## config.mk

```make
export PLATFORM = sky130hd
export DESIGN_NAME = rmii_soc_detect
export DESIGN_NICKNAME = d
export VERILOG_FILES = /design/src/rtl/rmii_soc_detect.sv
export SDC_FILE = /design/constraint.sdc
export NUM_CORES = 1
export LEC_CHECK = 0
export BUFFER_PORTS_ARGS = -buffer_cell sky130_fd_sc_hd__buf_2
export CAP_MARGIN = 25
export CORE_AREA = 2 2 76 78
export CTS_CLUSTER_SIZE = 10
export DETAILED_ROUTE_END_ITERATION = 16
export DIE_AREA = 0 0 78 80
export HOLD_SLACK_MARGIN = 0.08
export PLACE_DENSITY = 0.74
export SLEW_MARGIN = 5
export SYNTH_ARGS = -nofsm -noshare
export SYNTH_HDL_FRONTEND = slang
export SYNTH_SLANG_ARGS = --single-unit
```

## constraint.sdc

```tcl
create_clock -name clk -period 2.4 [get_ports clk]
set_input_delay 0.48 -clock clk [delete_from_list [all_inputs] [get_ports clk]]
set_output_delay 0.48 -clock clk [all_outputs]
set_load 0.01 [all_outputs]
```

## src/rtl/rmii_soc_detect.sv

```systemverilog
// RMII receiver that assembles frame bytes and flags POWERLINK SoC frames.
// Define SOC_DET_FCS_EN to qualify soc_det with a good CRC-32 at frame end.
module rmii_soc_detect #(
  parameter logic [15:0] ETHERTYPE   = 16'h88AB,
  parameter logic [7:0]  SOC_MSGTYPE = 8'h01,
  parameter logic [10:0] MAX_LEN     = 11'd1518
) (
  input  logic        clk,
  input  logic        rst,
  input  logic        rm_crs_dv,
  input  logic [1:0]  rm_rx_data,
  input  logic        fast_eth,
  output logic [7:0]  rx_byte,
  output logic        rx_byte_valid,
  output logic        rx_sof,
  output logic        rx_eof,
  output logic [10:0] frame_len,
  output logic        soc_det,
`ifdef SOC_DET_FCS_EN
  output logic        fcs_err,
`endif
  output logic        err_align,
  output logic        err_long
);

  typedef enum logic [2:0] {
    IDLE, PREAMBLE, DATA, DROP, WAIT_IDLE
  } state_t;

  state_t      state_q, state_d;
  logic [3:0]  div_q, div_d, div_cur;
  logic        crs_q;
  logic        smp;
  logic [5:0]  sh_q, sh_d;
  logic [1:0]  dib_q, dib_d;
  logic [10:0] cnt_q, cnt_d;
  logic        m12_q, m12_d, m13_q, m13_d;
  logic [7:0]  byte_q, byte_d, nbyte;
  logic [10:0] len_q, len_d;
  logic        vld_q, vld_d, sof_q, sof_d;
  logic        eof_q, eof_d, soc_q, soc_d;
  logic        align_q, align_d, long_q, long_d;
`ifdef SOC_DET_FCS_EN
  logic        m14_q, m14_d, fcs_q, fcs_d, crc_ok;
  logic [31:0] crc_q, crc_d, crc_rev;

  function automatic logic [31:0] crc_byte(
    input logic [31:0] c,
    input logic [7:0]  b
  );
    logic [31:0] r;
    r = c;
    for (int i = 0; i < 8; i++)
      r = (r >> 1) ^ ((r[0] ^ b[i]) ? 32'hEDB88320 : 32'h0);
    return r;
  endfunction

  assign crc_rev = {<<{crc_q}};
  assign crc_ok  = (crc_rev == 32'hC704DD7B);
`else
  logic        hit_q, hit_d;
`endif

  // Divider only re-phases on a carrier rise seen from IDLE, so
  // mid-frame CRS_DV toggles cannot disturb the sample point.
  assign div_cur = (state_q == IDLE && rm_crs_dv && !crs_q) ? 4'd0 : div_q;
  assign div_d   = (div_cur == 4'd9) ? 4'd0 : div_cur + 4'd1;
  assign smp     = fast_eth | (div_cur == 4'd5);
  assign nbyte   = {rm_rx_data, sh_q};

  always_comb begin
    state_d = state_q;
    sh_d    = sh_q;
    dib_d   = dib_q;
    cnt_d   = cnt_q;
    m12_d   = m12_q;
    m13_d   = m13_q;
    byte_d  = byte_q;
    len_d   = len_q;
    vld_d   = 1'b0;
    sof_d   = 1'b0;
    eof_d   = 1'b0;
    align_d = 1'b0;
    long_d  = 1'b0;
`ifdef SOC_DET_FCS_EN
    m14_d   = m14_q;
    crc_d   = crc_q;
    fcs_d   = 1'b0;
    soc_d   = 1'b0;
`else
    hit_d   = 1'b0;
    soc_d   = hit_q;
`endif
    if (smp) begin
      unique case (state_q)
        WAIT_IDLE: if (!rm_crs_dv) state_d = IDLE;
        IDLE: if (rm_crs_dv && rm_rx_data == 2'b01) state_d = PREAMBLE;
        PREAMBLE: begin
          if (!rm_crs_dv) begin
            state_d = IDLE;
          end else if (rm_rx_data == 2'b11) begin
            state_d = DATA;
            dib_d   = 2'd0;
            cnt_d   = 11'd0;
            m12_d   = 1'b0;
            m13_d   = 1'b0;
`ifdef SOC_DET_FCS_EN
            m14_d   = 1'b0;
            crc_d   = 32'hFFFFFFFF;
`endif
          end else if (rm_rx_data != 2'b01) begin
            state_d = DROP;
          end
        end
        DATA: begin
          if (!rm_crs_dv) begin
            state_d = IDLE;
            eof_d   = 1'b1;
            len_d   = cnt_q;
            align_d = (dib_q != 2'd0);
`ifdef SOC_DET_FCS_EN
            fcs_d   = ~crc_ok;
            soc_d   = crc_ok & m14_q & (dib_q == 2'd0);
`endif
          end else begin
            sh_d  = {rm_rx_data, sh_q[5:2]};
            dib_d = dib_q + 2'd1;
            if (dib_q == 2'd3) begin
              if (cnt_q == MAX_LEN) begin
                state_d = DROP;
                long_d  = 1'b1;
                eof_d   = 1'b1;
                len_d   = MAX_LEN;
              end else begin
                byte_d = nbyte;
                vld_d  = 1'b1;
                sof_d  = (cnt_q == 11'd0);
                cnt_d  = (cnt_q == 11'h7FF) ? cnt_q : cnt_q + 11'd1;
                if (cnt_q == 11'd12) m12_d = (nbyte == ETHERTYPE[15:8]);
                if (cnt_q == 11'd13) m13_d = (nbyte == ETHERTYPE[7:0]);
`ifdef SOC_DET_FCS_EN
                crc_d = crc_byte(crc_q, nbyte);
                if (cnt_q == 11'd14)
                  m14_d = m12_q & m13_q & (nbyte == SOC_MSGTYPE);
`else
                if (cnt_q == 11'd14)
                  hit_d = m12_q & m13_q & (nbyte == SOC_MSGTYPE);
`endif
              end
            end
          end
        end
        DROP: if (!rm_crs_dv) state_d = IDLE;
        default: state_d = WAIT_IDLE;
      endcase
    end
  end

  always_ff @(posedge clk) begin
    if (rst) begin
      state_q <= WAIT_IDLE;
      div_q   <= 4'd0;
      crs_q   <= 1'b0;
      sh_q    <= 6'd0;
      dib_q   <= 2'd0;
      cnt_q   <= 11'd0;
      m12_q   <= 1'b0;
      m13_q   <= 1'b0;
      byte_q  <= 8'd0;
      len_q   <= 11'd0;
      vld_q   <= 1'b0;
      sof_q   <= 1'b0;
      eof_q   <= 1'b0;
      soc_q   <= 1'b0;
      align_q <= 1'b0;
      long_q  <= 1'b0;
`ifdef SOC_DET_FCS_EN
      m14_q   <= 1'b0;
      fcs_q   <= 1'b0;
      crc_q   <= 32'hFFFFFFFF;
`else
      hit_q   <= 1'b0;
`endif
    end else begin
      state_q <= state_d;
      div_q   <= div_d;
      crs_q   <= rm_crs_dv;
      sh_q    <= sh_d;
      dib_q   <= dib_d;
      cnt_q   <= cnt_d;
      m12_q   <= m12_d;
      m13_q   <= m13_d;
      byte_q  <= byte_d;
      len_q   <= len_d;
      vld_q   <= vld_d;
      sof_q   <= sof_d;
      eof_q   <= eof_d;
      soc_q   <= soc_d;
      align_q <= align_d;
      long_q  <= long_d;
`ifdef SOC_DET_FCS_EN
      m14_q   <= m14_d;
      fcs_q   <= fcs_d;
      crc_q   <= crc_d;
`else
      hit_q   <= hit_d;
`endif
    end
  end

  assign rx_byte       = byte_q;
  assign rx_byte_valid = vld_q;
  assign rx_sof        = sof_q;
  assign rx_eof        = eof_q;
  assign frame_len     = eof_q ? len_q : 11'd0;
  assign soc_det       = soc_q;
  assign err_align     = align_q;
  assign err_long      = long_q;
`ifdef SOC_DET_FCS_EN
  assign fcs_err       = fcs_q;
`endif

endmodule

```

* After elaboration in Yosys (flattened, before gate mapping)
Cells that the tools add are included.
** Cells by class
- Bitwise logic cells :: 9
- $add $sub $neg :: 3
- Reductions and logical operators :: 24
- Muxes and demuxes :: 41
- Equality and inequality tests :: 33
** Operator list (number)
- $mux 11 :: 10
- $eq 11x4->1 const B :: 3
- $mux 3 :: 8
- $reduce_and 8->1 :: 3
- $eq 11x11->1 const B :: 2
- $pmux 11 s2 :: 1
- $ne 2x2->1 const B :: 9
- $eq 8x8->1 const B :: 2
- $mux 1 :: 14
- $pmux 3 s4 :: 1
- $add 11x1->11 const B :: 1
- $logic_not 11->1 :: 1
- $reduce_and 5->1 :: 2
- $eq 8x1->1 const B :: 1
- $ne 2x1->1 const B :: 4
- $reduce_or 4->1 :: 2
- $reduce_or 7->1 :: 1
- $eq 3x2->1 const B :: 2
- $mux 2 :: 3
- $ne 3x3->1 const B :: 2
- $not 1->1 :: 6
- $reduce_and 6->1 :: 1
- $reduce_or 6->1 :: 1
- $reduce_or 5->1 :: 1
- other kinds (22) :: 29
** Storage, ports and cells
- Output and inout port bits :: 25
- Register bits :: 55
- Input port bits :: 6

* Logic depth before layout (Yosys ltp)
Gate-level depths: netlist of the first run.
- Word-level depth :: 8
- Gate-level depth with buffers :: 12
- Gate-level depth less buffers :: 9

* Worst setup path before layout of the first run
Ideal clock, no wire load.
- Path kind :: reg2reg
- Start :: reg state_q[0]
- End :: reg byte_q[0], in the netlist rx_byte[0]
- Data required time :: 2.272 ns
- Arrival :: 2.551 ns
- Setup slack :: -0.278 ns
- Clock period less this slack :: 2.678 ns
- Library setup time :: 0.128 ns
- Stages on the path, launching flop included :: 13
- Path through :: dfxtp_1 > or3_4 > or2_1 > clkbuf_1 > and2_1 > ha_1 > and3b_1 > buf_6 > o21ai_2 > nor3b_1 > buf_4 > mux2i_1 > nor2_1
** Between the ends
- Word-level cells in the longest chain between the ends :: 7
- Elaborated cells between the ends (all ways) :: 8
- Those cells by class :: 2 x eq/ne; 1 x mux; 1 x bitwise; 4 x reduce/logical
** RTL lines
- from (decl) :: line 30 : state_t state_q, state_d;
- from (signal assigned) :: line 185 : state_q <= state_d;
- $logic_not 3->1 :: line 66 : assign div_cur = (state_q == IDLE && rm_crs_dv && !crs_q) ? 4'd0 : div_q;
- $logic_and 1x1->1 (2 in a row) :: line 66
- $mux 4 :: line 66
- $eq 4x3->1 :: line 68 : assign smp = fast_eth | (div_cur == 4'd5);
- $or 1x1->1 :: line 68
- $reduce_and 5->1 (no source line) (*)
- to (signal assigned) :: line 193 : byte_q <= byte_d;
- to (decl) :: line 38 : logic [7:0] byte_q, byte_d, nbyte;
Mark *: on every way between the ends. The rest lies on a longest branch, timed or not.
A chain may end at the register's enable or synchronous reset.

* Worst setup path after layout of the first run
- Start :: reg state_q[1]
- End :: reg byte_q[2], in the netlist rx_byte[2]
The elaborated chain is that of the path after synthesis.

==> impl_metrics.tcl, run 1 <==
set metrics [dict create \
    outcome "finished, final reports clean" \
    top_layer "met4" \
    leakage_nw 1.26 \
    fin_crit_sh_pct 99.0 \
    syn-num-nets 328 \
    critPathCaptureType "flop" \
    gp_congestion 0.848 \
    max_slew_margin_pct 65.6 \
    fin_nets 366 \
    crit_buf_inv 2 \
    worst_pin_slew_ns 0.516 \
    crit_type "flop to flop" \
    dr.pass1.iters 4 \
    reg2reg_depth 11 \
    routed_via_density 5.72 \
    drv_slew 0 \
    ant_nets 0 \
    synth_top_area_share_pct 40.0 \
    cp_slowest_cell "or3_4" \
    die_w_um 78 \
    die_area_um2 6240 \
    ys_seq_area_share_pct 40.0 \
    cp_top_family "simple AND/OR/NAND/NOR gates" \
    syn_inst 314 \
    ys.flop_type "dfxtp_1" \
    r2r_end "rx_byte[2]" \
    p_per_area_nw_per_um2 495 \
    async_reset_ff_share_pct 0 \
    max_freq_ghz 0.421 \
    cts_tree "built" \
    io_pins 31 \
    setup_viol 0 \
    clock_latency_ns 0.32 \
    clock-sinks 55 \
    drt-total-wl_um 6150 \
    die_h_um 80 \
    wl_per_cell_um 14.5 \
    cts-hold-fix-buffers 0 \
    final.setup.tns_ns 0 \
    portBuffers 30 \
    ys_ff_latch 55 \
    synth_edf_count 0 \
    cts_buffers 5 \
    hold_end "soc_det" \
    overflow 0 \
    dpl.hpwl_um 4240 \
    via_count 2432 \
    antenna_found_initial 0 \
    rsz0062_at_grt "yes" \
    critPathMaxStageDelay_ns 0.36 \
    cp_data_required_time_ns 2.62 \
    cp-start-kind "flop" \
    met1Wirelength_um 2850 \
    areaGrowthSynthToFinish_pct 15.1 \
    cts.clk_slew.worst_paths_ns 0.11 \
    dr_wl_met3_um 196 \
    synth.avg_cell_area_um2 8.77 \
    dp_slack_ns -0.116 \
    h-tree-depth 2 \
    synth_area_leaders "dfxtp_1 40%, mux2i_1 6.2%, nor2_1 5.5%" \
    grt_max_degree 25 \
    finalCriticalPeriod_ns 2.38 \
    synthDistinctLibCells 57 \
    fin_ws_ns 0.0237 \
    whs_path_depth 1 \
    crit_chain "or3_4 -> or2_4 -> nand2_4 -> ha_4 -> and3b_2 -> buf_6 -> o21ai_4 -> nor3b_2 -> buf_4 -> mux2i_1 -> nor2_1" \
    clock-skew-final_ns 0.00954 \
    yosys_warnings 0 \
    irDropWorstVdd_v 0.000287 \
    row_count 27 \
    r2r_slack_ns 0.02 \
    drive_above_1_share_pct 23.8 \
    antenna_cells 0 \
    start_util_pct 50.9 \
    final_util_pct 58.6 \
    reg2reg_from "state_q[1]" \
    wl_met2_um 2990 \
    coreArea_um2 5410 \
    syn_area_um2 2750 \
    min_path_type "flop to flop" \
    grt_pass1_wl_um 10100 \
    clockBufferDepth 2 \
    drc 0 \
    grt_use_total_pct 20.1 \
    crit_fanout 5 \
    hold_viol_final 0 \
    clock-root-buffer "clkbuf_8" \
    drt-initial-drc-count 138 \
    crit_arrival_ns 2.60 \
    min_from "hit_q" \
    yosysTopAreaCell "dfxtp_1" \
    grt_pass1_vias 2242 \
    drv_cap 0 \
]
## cell usage in the layout (no fill, tap or decap), types with 2 or more instances in the layout
| cell type | instances |
|---|---|
| a311oi_1 | 2 |
| a211oi_1 | 3 |
| ha_1 | 7 |
| a21oi_1 | 14 |
| o21ai_1 | 2 |
| buf_2 | 30 |
| a21o_1 | 2 |
| o21ai_0 | 11 |
| nand4b_1 | 3 |
| nand3_1 | 8 |
| o32ai_1 | 3 |
| nor2_1 | 40 |
| mux2i_1 | 17 |
| dfxtp_1 | 54 |
| a31oi_1 | 5 |
| nor4_1 | 3 |
| nor2b_1 | 3 |
| nor3_1 | 9 |
| and3_1 | 3 |
| clkbuf_8 | 5 |
| buf_4 | 19 |
| inv_1 | 14 |
| and2_1 | 14 |
| o2111ai_1 | 2 |
| clkinv_4 | 2 |
| nor3b_2 | 3 |
| nand2_1 | 19 |
| o22ai_1 | 8 |
| nand3b_1 | 2 |
| or4_1 | 3 |
| nand2b_1 | 2 |
| nand4_1 | 7 |
| and3_2 | 2 |
## cell families (layout without fill, tap and decap cells)
logic type,after synthesis,after routing,share of synthesized area (%)
flip-flops,55,55,40.0
multiplexers,17,17,6.18
AND/OR/NAND/NOR,138,138,27.9
adder cells (fa/ha/maj),8,8,3.63
buffers and inverters,33,72,6.82
AO/OA/AOI/OAI,63,63,15.5
## layout make-up
class,count,area [µm²]
clock buffers,5,68.8
clock inverters,3,25.0
fillers,489,2240
inverters,14,52.6
multi-input cells,226,1530
flip-flops and latches,55,1100
well taps,72,90.1
repair buffers,50,304
## flip-flops by register name (all words and copies together) (netlist names), 2 cells and up
| signal | count |
|---|---|
| div_q | 4 |
| sh_q | 6 |
| rx_byte | 8 |
| state_q | 3 |
| dib_q | 2 |
| len_q | 11 |
| cnt_q | 11 |
## per-stage QoR
stage	power [mW]	cells	hold slack [ns]	cell area (µm²)
floorplan	1.01	314	0.414	2820
global placement	1.04	415	0.440	3040
detailed placement	1.05	415	0.450	3040
CTS	1.58	424	0.469	3160
global route	1.63	425	0.483	3170
finish	1.57	425	0.459	3170
## Yosys cell counts (all sizes together), types with 2 or more instances
library cell	n
inv	14
a311oi	2
nand3b	2
clkbuf	11
and3	6
a21o	3
dfxtp	55
buf	8
nor2b	3
a211oi	3
nor3	9
nand2	20
nand2b	4
nand3	10
or4	3
a21oi	16
nand4	7
and4	2
o21ai	14
mux2i	17
nor3b	3
nor2	40
and3b	2
or3	2
nor4	3
o22ai	8
and2	15
or2	2
ha	8
o2111ai	2
o32ai	3
nand4b	4
a31oi	5
## worst max-delay path by stage
| stage | from | to | slack (ns) | cells past startpoint |
|---|---|---|---|---|
| 6_report | state_q[1] | rx_byte[2] | 0.02 | 11 |
| 5_1_grt | state_q[1] | rx_byte[5] | -0.09 | 11 |
| 4_1_cts | crs_q | rx_byte[4] | 0.008 | 11 |
| 3_5_place_dp | crs_q | rx_byte[4] | -0.12 | 11 |
| 3_3_place_gp | crs_q | rx_byte[3] | -0.05 | 11 |
| 2_1_floorplan | state_q[1] | cnt_q[3] | -0.07 | 12 |
## report_power, final
group	total (mW)	leakage (nW)	switching, mW	internal (mW)
Combinational	0.108	0.772	0.0633	0.0451
Sequential	0.926	0.444	0.00612	0.920
Clock	0.536	0.0443	0.326	0.209
## worst reg2reg max path, delay by kind of cell (launching register included)
kind,cells,cell delay [ns]
AND/OR/NAND/NOR,6,1.25
adder cells (fa/ha/maj),1,0.13
multiplexers,1,0.20
AO/OA/AOI/OAI,1,0.05
buffers and inverters,2,0.32
flip-flops,1,0.33
## per-layer routing
| metal | global-route usage [%] | vias to the layer above |
|---|---|---|
| met5 | 0 | - |
| met4 | 8.95 | 0 |
| met3 | 3.28 | 13 |
| met2 | 33.1 | 59 |
| met1 | 25.9 | 1158 |
| li1 | - | 1202 |
## repair_timing
item	4_1_cts	5_1_grt
hold endpoints to repair	0	0
setup buffers	1	1
endpoints found under the setup margin	31	29
gates resized for setup	4	3
pin swaps	2	8
(Power assumes the default switching activity.)
==> run 2: changes to the inputs <==
--- a/config.mk
+++ b/config.mk
@@ -11,6 +11,7 @@
 export CTS_CLUSTER_SIZE = 10
 export DETAILED_ROUTE_END_ITERATION = 16
 export DIE_AREA = 0 0 78 80
+export GPL_TIMING_DRIVEN = 0
 export HOLD_SLACK_MARGIN = 0.08
 export PLACE_DENSITY = 0.74
 export SLEW_MARGIN = 5
==> impl_metrics.tcl, run 2 (synthesized netlist as in run 1, its figures left out) <==
set metrics [dict create \
    drive_above_1_share_pct 29.2 \
    drv_cap 0 \
    multi_input_area_um2 1620 \
    layout_commonest_cell "dfxtp_1" \
    whs_path_depth 2 \
    critPathMaxStageDelay_ns 0.38 \
    seqCellArea_um2 1110 \
    setup_viol 23 \
    crit_top_cell "buf_6" \
    routed_via_density 5.70 \
    reg2reg_from "crs_q" \
    cp_data_required_time_ns 2.58 \
    fin_area_um2 3440 \
    wl_per_cell_um 15.3 \
    clock-sinks 55 \
    dp_cells 415 \
    holdWs_ns 0.388 \
    drt-total-wl_um 6720 \
    cts_buffers 5 \
    ant_nets 0 \
    die_w_um 78 \
    reg2reg_depth 12 \
    areaGrowthSynthToFinish_pct 24.9 \
    gp_congestion 0.870 \
    grt_max_degree 17 \
    p_total_mw 1.65 \
    max_slew_margin_pct 59.5 \
    fin_cells 439 \
    clock_latency_ns 0.31 \
    io_pins 31 \
    min_path_type "input port to flop" \
    p_per_area_nw_per_um2 479 \
    h-tree-depth 2 \
    row_count 27 \
    cp-start-kind "flop" \
    cts-hold-fix-buffers 0 \
    critPathCaptureType "flop" \
    start_util_pct 50.9 \
    clockBufferDepth 2 \
    worst_pin_slew_ns 0.608 \
    clock-skew-final_ns 0.00811 \
    dpl_cell_area_um2 3060 \
    leakage_nw 1.36 \
    drc 0 \
    grt_pass1_vias 2272 \
    drv_slew 0 \
    cp_slowest_cell "or3_4" \
    cts_tree "built" \
    rsz0062_at_grt "yes" \
    fin_ws_ns -0.0720 \
    antenna_cells 0 \
    clock-root-buffer "clkbuf_8" \
    crit_fanout 6 \
    final.setup.tns_ns -0.723 \
    fillers 458 \
    fin_nets 381 \
    grt_use_total_pct 22.2 \
    r2r_slack_ns -0.07 \
    layout_common_cells "51 x dfxtp_1, 40 x nor2_1, 29 x buf_2, 19 x nand2_1, 16 x mux2i_1" \
    min_from "rst" \
    max_freq_ghz 0.405 \
    hold_viol_final 0 \
    crit_arrival_ns 2.65 \
    drt-initial-drc-count 172 \
    violations "negative setup slack" \
    critPathLaunch "crs_q" \
    crit_type "flop to flop" \
    die_area_um2 6240 \
    dr.pass1.iters 4 \
    hold_end "soc_det" \
    die_h_um 80 \
    irDropWorstVdd_v 0.000325 \
    crit_chain "or3_4 -> or2_4 -> and2_4 -> ha_4 -> and3b_1 -> buf_6 -> buf_12 -> o21ai_4 -> nor3b_4 -> buf_6 -> mux2i_2 -> nor2_1" \
    portBuffers 29 \
    via_count 2501 \
    r2r_end "rx_byte[7]" \
    fin_crit_sh_pct 103 \
    cts.clk_slew.worst_paths_ns 0.10 \
    coreArea_um2 5410 \
    outcome "finished, violations left" \
    antenna_found_initial 0 \
    overflow 0 \
    grt_pass1_wl_um 11000 \
    finalCriticalPeriod_ns 2.47 \
    dpl.hpwl_um 4380 \
]
## run 2: how the worst max path moves through the flow
stage / end / slack [ns] / depth (start not counted)
after floorplan: cnt_q[3] / -0.07 / 12
after global placement: rx_byte[3] / -0.32 / 13
after detailed placement: rx_byte[3] / -0.35 / 13
after CTS: sh_q[0] / -0.05 / 11
after global routing: rx_byte[2] / -0.16 / 12
final: rx_byte[7] / -0.07 / 12
## run 2: metal layers
layer | share of wire, % | up-vias | routed length (µm) | global-route usage [%]
li1 | - | 1230 | - | -
met5 | 0 | - | 0 | 0
met4 | 1.1 | 0 | 77 | 6.49
met3 | 4.2 | 8 | 280 | 3.62
met1 | 46 | 1201 | 3060 | 29.6
met2 | 49 | 62 | 3300 | 36.9
## run 2: critical path, delay by kind of cell (launching register included)
kind                     cells  cell delay, ns
flip-flops                   1            0.32
adder cells (fa/ha/maj)      1            0.15
buffers and inverters        3            0.40
multiplexers                 1            0.16
AO/OA/AOI/OAI                1            0.19
AND/OR/NAND/NOR              6            1.12
## run 2: where the power goes
group          leakage, nW  total (mW)  switching (mW)  internal, mW
clock network       0.0502       0.605           0.300         0.305
registers            0.445       0.929         0.00864         0.920
logic                0.863       0.113          0.0644        0.0483
total                 1.36        1.65           0.373          1.27
## run 2: area by class of cell
class / instances / share of cell area, %
tap: 72 / 2.62
clock buffer: 5 / 2.00
clock inverter: 2 / 1.09
inverter: 14 / 1.53
buffer: 16 / 3.86
timing repair buffer: 49 / 9.60
sequential: 55 / 32.2
multi-input combinational: 226 / 47.1
## run 2: timing repair
item	CTS	global route
gates cloned	1	1
pin swaps	11	16
setup endpoints to repair	40	37
gates resized for setup	14	28
buffers inserted	12	6
## run 2: stage by stage
stage	util [%]	setup slack, ns
3_3_place_gp	56.6	-0.323
6_report	63.6	-0.0720
2_1_floorplan	-	-0.0736
5_1_grt	63.6	-0.161
3_5_place_dp	56.6	-0.352
4_1_cts	60.8	-0.0515
==> run 3: changes to the inputs <==
--- a/config.mk
+++ b/config.mk
@@ -5,8 +5,8 @@
 export SDC_FILE = /design/constraint.sdc
 export NUM_CORES = 1
 export LEC_CHECK = 0
-export BUFFER_PORTS_ARGS = -buffer_cell sky130_fd_sc_hd__buf_2
-export CAP_MARGIN = 25
+export BUFFER_PORTS_ARGS = -buffer_cell sky130_fd_sc_hd__buf_4
+export CAP_MARGIN = 20
 export CORE_AREA = 2 2 76 78
 export CTS_CLUSTER_SIZE = 10
 export DETAILED_ROUTE_END_ITERATION = 16
==> impl_metrics.tcl, run 3 (synthesized netlist as in run 1, its figures left out) <==
set metrics [dict create \
    crit_fanout 8 \
    h-tree-depth 2 \
    crit_type "flop to flop" \
    die_h_um 80 \
    routed_via_density 5.61 \
    coreArea_um2 5410 \
    grt_max_degree 17 \
    drv_cap 0 \
    row_count 27 \
    p_total_mw 1.76 \
    clock_latency_ns 0.31 \
    die_w_um 78 \
    clock-sinks 55 \
    setup_viol 1 \
    portBuffers 29 \
    overflow 0 \
    reg2reg_from "state_q[1]" \
    critPathCaptureType "flop" \
    io_pins 31 \
    cts-hold-fix-buffers 0 \
    drt-initial-drc-count 177 \
    irDropWorstVdd_v 0.000420 \
    min_path_type "input port to flop" \
    layout_common_cells "53 x dfxtp_1, 40 x nor2_1, 39 x buf_4, 19 x nand2_1, 17 x mux2i_1" \
    dr.pass1.iters 4 \
    final_util_pct 64.1 \
    hold_viol_final 0 \
    fin_cells 433 \
    fin_ws_ns -0.0184 \
    antenna_found_initial 0 \
    cts_tree "built" \
    wl_per_cell_um 15.2 \
    finalCriticalPeriod_ns 2.42 \
    rsz0062_at_grt "yes" \
    clock-root-buffer "clkbuf_8" \
    drive_above_1_share_pct 26.3 \
    grt_pass1_wl_um 11200 \
    violations "negative setup slack" \
    cp-start-kind "flop" \
    max_freq_ghz 0.413 \
    grt_use_total_pct 22.5 \
    drc 0 \
    critPathLaunch "state_q[1]" \
    areaGrowthSynthToFinish_pct 25.9 \
    cts.clk_slew.worst_paths_ns 0.10 \
    via_count 2429 \
    holdWs_ns 0.390 \
    cp_data_required_time_ns 2.58 \
    die_area_um2 6240 \
    grt_pass1_vias 2393 \
    fin_nets 374 \
    clockBufferDepth 2 \
    clock-skew-final_ns 0.00585 \
    start_util_pct 50.9 \
    leakage_nw 1.34 \
    drt-total-wl_um 6590 \
    dpl_cell_area_um2 3130 \
    min_from "rst" \
    ant_nets 0 \
    dp_cells 415 \
    layout_commonest_cell "dfxtp_1" \
    final.setup.tns_ns -0.0184 \
    worst_pin_slew_ns 0.595 \
    fin_area_um2 3470 \
    max_slew_margin_pct 60.3 \
    cts_buffers 5 \
    drv_slew 0 \
    outcome "finished, violations left" \
    dp_slack_ns -0.307 \
    p_per_area_nw_per_um2 508 \
    fin_crit_sh_pct 101 \
    antenna_cells 0 \
    dpl.hpwl_um 4530 \
    gp_congestion 0.867 \
    crit_arrival_ns 2.60 \
]
run 3: cell count changes in the layout (fill, tap and decap cells not counted), sizes merged:
cell,before,now
clkbuf,14,15
bufinv,1,2
buf,56,49
clkinvlp,1,0
run 3: timing repair:
action	in CTS	in global routing
buffers inserted	8	5
gates cloned	0	2
setup endpoints to repair	40	36
pin swaps	13	14
resized for setup	6	26
run 3: cell type report:
cell class / instances / area (µm²)
Buffer: 16 / 129
Multi-Input combinational cell: 226 / 1620
Inverter: 14 / 52.6
Sequential cell: 55 / 1100
Fill cell: 455 / 1940
Timing Repair Buffer: 42 / 339
Clock buffer: 6 / 72.6
Tap cell: 72 / 90.1
Clock inverter: 2 / 60.1
run 3: path summary, 6_finish.rpt:
kind                            slack (ns)  endpoint  depth (start not counted)
worst max-delay path                 -0.02  cnt_q[3]                         10
worst min register to register        0.44   soc_det                          1
worst max register to register       -0.02  cnt_q[3]                         10
worst min-delay path                  0.39   soc_det                          2
run 3: critical path: stages (launching register included):
cell and delay (ns):
dfxtp_2 0.34, or3_4 0.36, or2_4 0.28, and2_4 0.15
ha_4 0.15, and3b_1 0.18, buf_6 0.14, a21o_4 0.23
and3_4 0.21, a31oi_1 0.18, nor3_1 0.06
run 3: where the power goes:
part	internal (mW)	total, mW	switching, mW
Clock	0.417	0.719	0.302
Sequential	0.920	0.929	0.00863
Combinational	0.0490	0.113	0.0641
run 3: routing by layer:
metal  track usage (%)  vias to the layer above  routed length [µm]
met5                 0                        -                   0
met4              9.30                        0                  87
met3              4.30                       10                 294
met2              37.8                       57                3300
met1              28.3                     1150                2910
li1                  -                     1212                   -
